$ cat config.mk
export PLATFORM = sky130hd
export DESIGN_NAME = q2_accum
export DESIGN_NICKNAME = d
export VERILOG_FILES = /design/src/rtl/q2par.sv /design/src/rtl/q2_accum.sv
export SDC_FILE = /design/constraint.sdc
export NUM_CORES = 1
export LEC_CHECK = 0
export CAP_MARGIN = 40
export CORE_MARGIN = 2
export CORE_UTILIZATION = 52
export DETAILED_ROUTE_END_ITERATION = 6
export GPL_TIMING_DRIVEN = 0
export PLACE_DENSITY = 0.89
export SLEW_MARGIN = 30
export SYNTH_ARGS = -nofsm -noshare
export SYNTH_HDL_FRONTEND = slang
export SYNTH_SLANG_ARGS = --single-unit
$ cat constraint.sdc
create_clock -name clk -period 2.9 [get_ports clk]
set_input_delay 0.29 -clock clk [delete_from_list [all_inputs] [get_ports clk]]
set_output_delay 0.29 -clock clk [all_outputs]
set_load 0.01 [all_outputs]
$ cat src/rtl/q2par.sv
// Shared constants and types for the q2 multiply-add datapath and its
// downstream frame accumulator.
package q2par;

    localparam int Width = 8;
    localparam int NSamp = 4;
    localparam int CNT_W = $clog2(NSamp);
    localparam int SUM_W = 2 * Width + CNT_W;

    typedef logic [2*Width-1:0] sample_t;
    typedef logic [SUM_W-1:0]   sum_t;

endpackage

$ cat src/rtl/q2_accum.sv
// Frame accumulator: sums NSAMP consecutive q2 DATA_OUT samples and offers
// each frame sum on a registered valid/ready output.
module q2_accum
    import q2par::*;
#(
    parameter  int WIDTH = Width,
    parameter  int NSAMP = NSamp,
    localparam int CntW  = $clog2(NSAMP),
    localparam int SumW  = 2 * WIDTH + CntW
) (
    input  logic                 clk,
    input  logic                 rst_n,
    input  logic                 clr,
    input  logic [2*WIDTH-1:0]   in_data,
    input  logic                 in_valid,
    output logic                 in_ready,
    output logic [SumW-1:0]      sum_out,
    output logic                 out_valid,
    input  logic                 out_ready,
    output logic [7:0]           frame_cnt
);

    logic [SumW-1:0] acc_q;
    logic [SumW-1:0] acc_d;
    logic [SumW-1:0] sum_q;
    logic [CntW-1:0] cnt_q;
    logic            outValid_q;
    logic [7:0]      frameCnt_q;
    logic            lastSample;
    logic            accept;

    assign lastSample = (cnt_q == CntW'(NSAMP - 1));

    // Stall only when this sample would finish a frame whose predecessor is
    // still waiting; the in-flight sum must never be overwritten.
    assign in_ready = !clr && !(outValid_q && !out_ready && lastSample);
    assign accept   = in_valid && in_ready;
    assign acc_d    = acc_q + SumW'(in_data);

    always_ff @(posedge clk or negedge rst_n) begin
        if (!rst_n) begin
            acc_q      <= '0;
            cnt_q      <= '0;
            sum_q      <= '0;
            outValid_q <= 1'b0;
            frameCnt_q <= 8'd0;
        end else if (clr) begin
            acc_q      <= '0;
            cnt_q      <= '0;
            outValid_q <= 1'b0;
        end else begin
            if (outValid_q && out_ready) begin
                outValid_q <= 1'b0;
            end
            // A completing frame wins over the consume above, so back-to-back
            // frames keep out_valid high without a bubble.
            if (accept) begin
                if (lastSample) begin
                    sum_q      <= acc_d;
                    outValid_q <= 1'b1;
                    acc_q      <= '0;
                    cnt_q      <= '0;
                    frameCnt_q <= frameCnt_q + 8'd1;
                end else begin
                    acc_q <= acc_d;
                    cnt_q <= cnt_q + CntW'(1);
                end
            end
        end
    end

    assign sum_out   = sum_q;
    assign out_valid = outValid_q;
    assign frame_cnt = frameCnt_q;

endmodule
==> impl_metrics.json, run 1 <==
{
  "synth.yosys.seq_area_share": 0.453,
  "syn_inst": 260,
  "grt_pass1_wl_um": 9410,
  "timing.final.ws_setup_ps": 212,
  "dp_cells": 374,
  "path_clk_slew_ps": 80,
  "cts_max_level": 2,
  "die_h_um": 74.7,
  "io_pins": 49,
  "use_met2": 0.366,
  "clk_path_buf_depth": 2,
  "cp_top_family": "compound AO/OA/AOI/OAI gates",
  "finalCriticalPeriod_ps": 2690,
  "p_comb_frac": 0.332,
  "arrival_ps": 2870,
  "setup_viol": 0,
  "endpoint_kind": "flip-flop",
  "tightestPinTransition_ps": 816,
  "yosysWarnings": 0,
  "critPathRequiredTime_ps": 3080,
  "drt-initial-drc-count": 110,
  "power.share.switching": 0.307,
  "crit_path_max_incr_delay_ps": 440,
  "violations": "negative hold slack",
  "drv_cap": 0,
  "antenna_cells": 0,
  "cts_sinks": 47,
  "hold_class": "in2async",
  "postRouteWirelength_um": 5470,
  "critical_path.cell_chain": "clkdlybuf4s50_1 > ha_1 > fa_1 > a21oi_1 > o211ai_1 > a221oi_1 > nor2b_1 > o21ai_0 > a21oi_1 > mux2_2",
  "syn_area_per_cell_um2": 10.0,
  "place_hpwl_um": 4030,
  "status": "complete, but fails checks",
  "timing.rr.start": "acc_q[0]",
  "yosysUniqueCellTypes": 39,
  "hold_violations": 27,
  "instances_no_fill": 381,
  "grt_max_degree": 48,
  "dieArea_um2": 5580,
  "pwr-share-clk": 0.243,
  "ir_drop_mv": 0.338,
  "grt_pass1_vias": 2074,
  "synth_area_um2": 2600,
  "grtUsageMet3": 0.0455,
  "ys_seq_elements": 47,
  "total_power_w": 0.00190,
  "drt_pass1_iterations": 5,
  "cp_slowest_cell": "a221oi_1",
  "intPower_w": 0.00132,
  "antenna_found_initial": 0,
  "synth_async_sr_flop_share": 1.00,
  "power_switching_w": 0.000582,
  "path_class": "in2reg",
  "top_usage_layer": "met2",
  "max_freq_mhz": 372,
  "path_common_cell": "a21oi_1",
  "drtAntennaViolNets": 0,
  "insertion_delay_ps": 300,
  "holdWs_ps": -17.0,
  "worstSetupStartpoint": "in_data[0]",
  "core_area_um2": 4790,
  "maxSlewHeadroom": 0.456,
  "routedWlPerCell_um": 14.4,
  "post-route-period-util": 0.927,
  "cts_hold_buffers": 0,
  "worstPathMaxFanout": 3,
  "core.rowCount": 25,
  "area_growth_pct": 25.2,
  "fin_skew_ps": 9.06,
  "synth_ff_type": "dfrtp_1",
  "tritoncts": "built",
  "cts_inserted_buffers": 5,
  "cts_resized": 0,
  "start_util": 0.543,
  "nets": 354,
  "critPathBufInv": 1,
  "die_w_um": 74.7,
  "num_vias": 2084,
  "drive_above_1_share": 0.0605,
  "synth_edf_count": 0,
  "globalRouteOverflowTotal": 0,
  "drc": 0,
  "pwr-share-seq": 0.424,
  "power_density_nw_per_um2": 583,
  "vias_per_cell": 5.47,
  "clock-root-buffer": "clkbuf_8",
  "portBuffers": 47,
  "place_congestion": 0.879,
  "place_ws_ps": -62.9,
  "finalMaxSlewViolations": 0,
  "cp-start-kind": "primary input",
  "rsz0062_at_grt": "no",
  "met1_usage": 0.294,
  "leakagePower_nw": 1.53,
  "grt_use_total": 0.219,
  "fillerInstances": 382,
  "post-cts-setup-buffer-count": 0,
  "syn_nets": 300
}
==> cells in the final DEF, fill, tap and decap left out, types with 2 or more instances in the layout <==
| master | instances |
|---|---|
| clkbuf_8 | 5 |
| nand3_1 | 7 |
| inv_1 | 6 |
| nor2b_1 | 6 |
| clkbuf_1 | 9 |
| o211ai_1 | 2 |
| nor3_1 | 2 |
| a21oi_1 | 18 |
| or3_1 | 4 |
| nand2_1 | 52 |
| and2_1 | 2 |
| dfrtp_1 | 47 |
| o21ai_1 | 5 |
| a22o_1 | 15 |
| a21o_1 | 5 |
| o21ai_0 | 9 |
| nand4_1 | 2 |
| and3_1 | 3 |
| xor2_1 | 7 |
| nor2_1 | 6 |
| xnor2_1 | 15 |
| clkdlybuf4s50_1 | 46 |
| mux2_2 | 4 |
| ha_1 | 18 |
==> routing by layer <==
metal / wire length (µm) / share of wire
met1: 2530 / 0.46
met2: 2650 / 0.48
met3: 233 / 0.043
met4: 59 / 0.011
met5: 0 / 0
==> cell usage after synthesis (all sizes together) (2+ instances only) <==
library cell | instances | area [µm²]
a21o | 5 | 37.5
a21oi | 19 | 98.9
a22o | 15 | 131
and2 | 2 | 12.5
and3 | 3 | 18.8
clkbuf | 8 | 30.0
dfrtp | 47 | 1180
ha | 18 | 225
inv | 6 | 22.5
mux2 | 4 | 45.0
nand2 | 53 | 201
nand3 | 7 | 35.0
nand4 | 2 | 12.5
nor2 | 6 | 22.5
nor2b | 6 | 37.5
nor3 | 2 | 10.0
o211ai | 3 | 27.5
o21ai | 14 | 70.1
or3 | 4 | 25.0
xnor2 | 15 | 131
xor2 | 7 | 61.3
==> cell families (layout without fill, tap and decap cells) <==
| family | after synthesis | in the layout | synth area share |
|---|---|---|---|
| buf+inv | 14 | 68 | 0.0202 |
| fa+ha+maj | 19 | 19 | 0.0944 |
| flops | 47 | 47 | 0.453 |
| compound gates | 66 | 66 | 0.184 |
| simple gates | 88 | 88 | 0.157 |
| xor+xnor | 22 | 22 | 0.0741 |
| mux | 4 | 4 | 0.0173 |
==> worst paths after layout <==
check                           cells after the start          end  slack (ps)
worst max register to register                      9  sum_out[12]         260
min in group clk                                    2    out_valid         300
max in group asynchronous                           1    acc_q[14]        2520
worst min-delay path                                1   sum_out[9]         -20
worst max-delay path                               10  sum_out[12]         210
worst min register to register                      2  sum_out[10]         480
==> flip-flops by register name, indices dropped and copies added (netlist names) <==
register   flops
frame_cnt      8
acc_q         18
sum_out       18
out_valid      1
cnt_q          2
==> metrics by stage <==
step	instance area (µm²)	hold WS (ps)	utilization	setup TNS, ps
2_1_floorplan	2600	-5.59	-	0
3_3_place_gp	3150	457	0.659	0
5_1_grt	3250	32.2	0.680	0
4_1_cts	3250	8.87	0.680	0
6_report	3250	-17.0	0.680	0
3_5_place_dp	3150	336	0.658	-108
==> cell type report <==
type                    instances  area (µm²)  area share
clock inverters                 1        30.0     0.00923
plain buffers                   8        30.0     0.00923
inverters                       6        22.5     0.00692
repair buffers                 47         468       0.144
clock buffers                   6        72.6      0.0223
flip-flops and latches         47        1180       0.362
well taps                      67        83.8      0.0258
multi-input cells             199        1370       0.421
==> power groups by stage <==
stage	registers, W	clock network (W)	logic [W]
after floorplan	0.000838	0	0.000371
after global placement	0.000814	0	0.000610
after detailed placement	0.000819	0	0.000628
after CTS	0.000806	0.000471	0.000635
after global routing	0.000818	0.000495	0.000705
final	0.000806	0.000462	0.000631
No activity file was read; power rests on OpenSTA's default activity.
==> run 2, diff against run 1 <==
--- a/config.mk
+++ b/config.mk
@@ -6,6 +6,7 @@
 export NUM_CORES = 1
 export LEC_CHECK = 0
 export CAP_MARGIN = 40
+export CORE_ASPECT_RATIO = 1.4
 export CORE_MARGIN = 2
 export CORE_UTILIZATION = 52
 export DETAILED_ROUTE_END_ITERATION = 6
==> run 2 against run 1 <==
Compared with the run above: the run now ends clean; critical path depth did not move; clock skew barely moved; clock power increased by 12%; first-iteration DRC count rose by 4.5%; setup slack gained 16 ps; highest routed layer unchanged; global-route usage shrank 0.28 points; non-clock buffer count increased by 1; total power rose by 3.6%; combinational power grew 1%; sequential cell count unchanged; worst hold slack gained 320 ps.
==> impl_metrics.json, run 2 (synthesis results as in run 1) <==
{
  "rsz0062_at_grt": "no",
  "area_growth_pct": 26.1,
  "clk_path_buf_depth": 2,
  "place_congestion": 0.929,
  "max_freq_mhz": 374,
  "design_area_um2": 3280,
  "cp.depth": 10,
  "cp-start-kind": "primary input",
  "grt_pass1_wl_um": 9570,
  "cp_top_family": "compound AO/OA/AOI/OAI gates",
  "io_pins": 49,
  "vias_per_cell": 5.58,
  "die_w_um": 63.7,
  "crit_path_max_incr_delay_ps": 420,
  "drive_above_1_share": 0.0665,
  "finalMaxSlewViolations": 0,
  "post-cts-setup-buffer-count": 0,
  "critPathBufInv": 1,
  "grt_use_total": 0.217,
  "critical_path.cell_chain": "clkdlybuf4s50_1 > ha_1 > fa_1 > a21oi_1 > o211ai_1 > a22oi_1 > o21ai_1 > a221o_1 > o21ba_2 > o21ai_1",
  "drtAntennaViolNets": 0,
  "setup_viol": 0,
  "ir_drop_mv": 0.380,
  "tightestPinTransition_ps": 813,
  "path_class": "in2reg",
  "antenna_found_initial": 0,
  "cts_inserted_buffers": 5,
  "status": "finished, final reports clean",
  "place_hpwl_um": 4150,
  "start_util": 0.537,
  "met2WireLength_um": 2850,
  "hold_end": "out_valid",
  "insertion_delay_ps": 310,
  "postRouteWirelength_um": 5570,
  "finalCriticalPeriod_ps": 2670,
  "timing.final.ws_setup_ps": 227,
  "nets": 355,
  "portBuffers": 47,
  "antenna_cells": 0,
  "grt_pass1_vias": 2083,
  "hold_violations": 0,
  "cts_sinks": 47,
  "drt_pass1_iterations": 4,
  "hold_class": "in2reg",
  "final_util": 0.677,
  "num_vias": 2122,
  "rr_endpoint": "acc_q[16]",
  "worstPathMaxFanout": 3,
  "routedWlPerCell_um": 14.7,
  "r2r.worst_path.cells": 9,
  "drc": 0,
  "drv_cap": 0,
  "fin_tns_setup_ps": 0,
  "path_common_cell": "o21ai_1",
  "reg2reg_slack_ps": 260,
  "core_area_um2": 4840,
  "top_layer": "met4",
  "arrival_ps": 2910,
  "drt-initial-drc-count": 115,
  "dpl_cell_area_um2": 3150,
  "maxSlewHeadroom": 0.458,
  "min_path_cells": 2,
  "post-route-period-util": 0.922,
  "cp_slowest_cell": "clkdlybuf4s50_1",
  "met3RoutedLength_um": 200,
  "path_clk_slew_ps": 90,
  "tritoncts": "built",
  "hp-start": "clr",
  "final_cell_mix": "nand2_1, dfrtp_1, clkdlybuf4s50_1",
  "fin_skew_ps": 8.74,
  "power_density_nw_per_um2": 600,
  "fillerInstances": 376,
  "cts_max_level": 2,
  "timing.rr.start": "acc_q[0]",
  "wl_met1_um": 2340,
  "place_ws_ps": -57.9,
  "core.rowCount": 30,
  "leakagePower_nw": 1.54,
  "grt_max_degree": 48,
  "critPathRequiredTime_ps": 3140,
  "globalRouteOverflowTotal": 0,
  "die_h_um": 87.6,
  "clock-root-buffer": "clkbuf_8",
  "final_common_cell": "nand2_1",
  "endpoint_kind": "flip-flop",
  "dieArea_um2": 5590
}
## run 2: layout make-up
cell class                 instances  area [µm²]  area share
clock buffer                       6        82.6      0.0252
tap                               64        80.1      0.0244
multi-input combinational        199        1370       0.418
inverter                           6        22.5     0.00687
timing repair buffer              48         478       0.146
buffer                             8        30.0     0.00916
clock inverter                     2        38.8      0.0118
sequential                        47        1180       0.359
## run 2: worst register-to-register path, cell delays in order (launching register included)
cell      delay [ps]
dfrtp_1          390
ha_1             230
fa_1             420
a21oi_1          270
o211ai_1         170
a22oi_1          240
o21ai_1          130
a221o_1          400
o21ba_2          220
o21ai_1          110
## run 2: how the worst max path moves through the flow
stage | start | endpoint | slack [ps]
after CTS | in_data[0] | acc_q[16] | 240
after global routing | in_data[0] | sum_out[16] | 90
after floorplan | acc_q[0] | sum_out[12] | 600
after global placement | in_data[0] | acc_q[16] | 2
final | in_data[0] | acc_q[16] | 230
after detailed placement | in_data[0] | acc_q[16] | -60
## run 2: report_power, final
part	internal (W)	leakage, nW	total, W	switching, W
Clock	0.000284	0.0618	0.000518	0.000234
Sequential	0.000749	0.636	0.000808	0.0000594
Combinational	0.000316	0.846	0.000640	0.000323
## run 2: per-stage QoR
step           power, W  hold slack, ps  std cells
2_1_floorplan   0.00121           -5.59        260
3_3_place_gp    0.00144             461        371
3_5_place_dp    0.00145             336        371
4_1_cts         0.00197             300        380
5_1_grt         0.00208             297        380
6_report        0.00197             300        380
## run 2: what timing repair did
action / CTS / global route
gates resized for setup: 0 / 0
endpoints found under the hold margin: 9 / 0
hold buffers: 1 / 0
## run 2: metal layers
metal,track usage,vias to the layer above
met2,0.384,56
met5,0,-
li1,-,1031
met4,0.109,0
met1,0.256,1016
met3,0.0334,19
==> run 3, diff against run 2 <==
--- a/config.mk
+++ b/config.mk
@@ -7,7 +7,7 @@
 export LEC_CHECK = 0
 export CAP_MARGIN = 40
 export CORE_ASPECT_RATIO = 1.4
-export CORE_MARGIN = 2
+export CORE_MARGIN = 5
 export CORE_UTILIZATION = 52
 export DETAILED_ROUTE_END_ITERATION = 6
 export GPL_TIMING_DRIVEN = 0
==> run 3 against run 2 <==
Compared with the run above: sequential power about the same; final cell count decreased by 0.26%; combinational power about the same; the flow now finishes with violations (negative hold slack); worst hold slack got worse by 320 ps; global-route usage decreased by 3.0 points; total power decreased by 4.4%; clock power decreased by 17%.
==> impl_metrics.json, run 3 (synthesis results as in run 1) <==
{
  "reg2reg_slack_ps": 280,
  "grt_pass1_wl_um": 9940,
  "cts_max_level": 2,
  "insertion_delay_ps": 310,
  "cp-start-kind": "primary input",
  "place_congestion": 0.918,
  "hold_violations": 47,
  "instances_no_fill": 379,
  "antenna_cells": 0,
  "max_freq_mhz": 376,
  "r2r.worst_path.cells": 9,
  "critPathRequiredTime_ps": 3140,
  "cts_sinks": 47,
  "path_class": "in2reg",
  "portBuffers": 47,
  "drtAntennaViolNets": 0,
  "place_hpwl_um": 4160,
  "cp_slowest_cell": "clkdlybuf4s50_1",
  "critical_path.cell_chain": "clkdlybuf4s50_1 > ha_1 > fa_1 > a21oi_1 > o211ai_1 > a22oi_1 > o21ai_1 > a221o_1 > o21ba_2 > o21ai_1",
  "path_clk_slew_ps": 90,
  "drv_cap": 0,
  "power_density_nw_per_um2": 579,
  "grt_max_degree": 48,
  "die_w_um": 69.7,
  "clk_path_buf_depth": 2,
  "drt-initial-drc-count": 105,
  "post-cts-setup-buffer-count": 0,
  "globalRouteOverflowTotal": 0,
  "dpl_cell_area_um2": 3150,
  "drt_pass1_iterations": 6,
  "dieArea_um2": 6530,
  "vias_per_cell": 5.58,
  "fillerInstances": 354,
  "ir_drop_mv": 0.347,
  "fin_skew_ps": 9.01,
  "total_power_w": 0.00188,
  "rr_endpoint": "acc_q[16]",
  "core.rowCount": 30,
  "setup_viol": 0,
  "tightestPinTransition_ps": 815,
  "finalCriticalPeriod_ps": 2660,
  "grt_use_total": 0.187,
  "violations": "negative hold slack",
  "drc": 0,
  "maxSlewHeadroom": 0.457,
  "num_vias": 2116,
  "post-route-period-util": 0.917,
  "holdWs_ps": -15.9,
  "leakagePower_nw": 1.53,
  "cts_inserted_buffers": 5,
  "endpoint_kind": "flip-flop",
  "design_area_um2": 3250,
  "final_common_cell": "nand2_1",
  "area_growth_pct": 24.9,
  "hold_class": "in2async",
  "finalMaxSlewViolations": 0,
  "path_common_cell": "o21ai_1",
  "routedWlPerCell_um": 15.0,
  "die_h_um": 93.6,
  "tritoncts": "built",
  "status": "complete, but fails checks",
  "nets": 354,
  "cts_resized": 0,
  "rsz0062_at_grt": "no",
  "antenna_found_initial": 0,
  "grt_pass1_vias": 2229,
  "timing.rr.start": "acc_q[0]",
  "postRouteWirelength_um": 5670,
  "cts_hold_buffers": 0,
  "worstPathMaxFanout": 3,
  "core_area_um2": 4840,
  "crit_path_max_incr_delay_ps": 420,
  "arrival_ps": 2900,
  "io_pins": 49,
  "dp_cells": 371,
  "drive_above_1_share": 0.0667,
  "start_util": 0.537,
  "clock-root-buffer": "clkbuf_8",
  "final_cell_mix": "nand2_1, dfrtp_1, clkdlybuf4s50_1"
}
-- run 3: cell types whose count changed in the layout (fill, tap and decap cells not counted) --
cell	previous run	this run
clkinvlp_4	0	1
bufinv_16	1	0
clkinv_4	0	1
dlygate4sd3_1	1	0
inv_6	1	0
-- run 3: worst max path at each step --
stage,startpoint,to,slack (ps),cells past startpoint
finish,in_data[0],acc_q[16],240,10
global route,in_data[0],acc_q[16],30,10
CTS,in_data[0],acc_q[16],240,10
detailed placement,in_data[0],acc_q[16],-70,10
global placement,in_data[0],sum_out[12],0.7,10
floorplan,acc_q[0],sum_out[12],600,9
-- run 3: cell type report --
cell class	count	area, µm²	share of cell area
buffer	8	30.0	0.00925
clock inverter	2	16.3	0.00501
timing repair buffer	47	468	0.144
inverter	6	22.5	0.00694
tap	64	80.1	0.0247
sequential	47	1180	0.362
clock buffer	6	82.6	0.0254
multi-input combinational	199	1370	0.422
-- run 3: where the power goes --
part / leakage, nW / internal, W / switching [W]
Sequential: 0.636 / 0.000749 / 0.0000608
Combinational: 0.842 / 0.000314 / 0.000324
Clock: 0.0474 / 0.000195 / 0.000236
Total: 1.53 / 0.00126 / 0.000621
-- run 3: metal layers --
metal / global-route usage / share of wire / wire (µm)
met5: 0 / 0 / 0
met1: 0.220 / 0.42 / 2360
met3: 0.0398 / 0.051 / 292
met2: 0.337 / 0.51 / 2920
met4: 0.0639 / 0.018 / 102
-- run 3: stage by stage --
step	hold WS [ps]	utilization	worst slack, ps	TNS (ps)
final	-15.9	0.670	241	0
after global routing	34.8	0.670	28.6	0
after CTS	7.18	0.670	240	0
after detailed placement	336	0.650	-69.0	-131
after global placement	460	0.650	0.702	0
after floorplan	-5.59	-	602	0
-- run 3: worst max-delay path: cells and delay by family --
family,cells,cell delay [ps]
buffers and inverters,1,420
AO/OA/AOI/OAI,7,1530
adder cells (fa/ha/maj),2,650
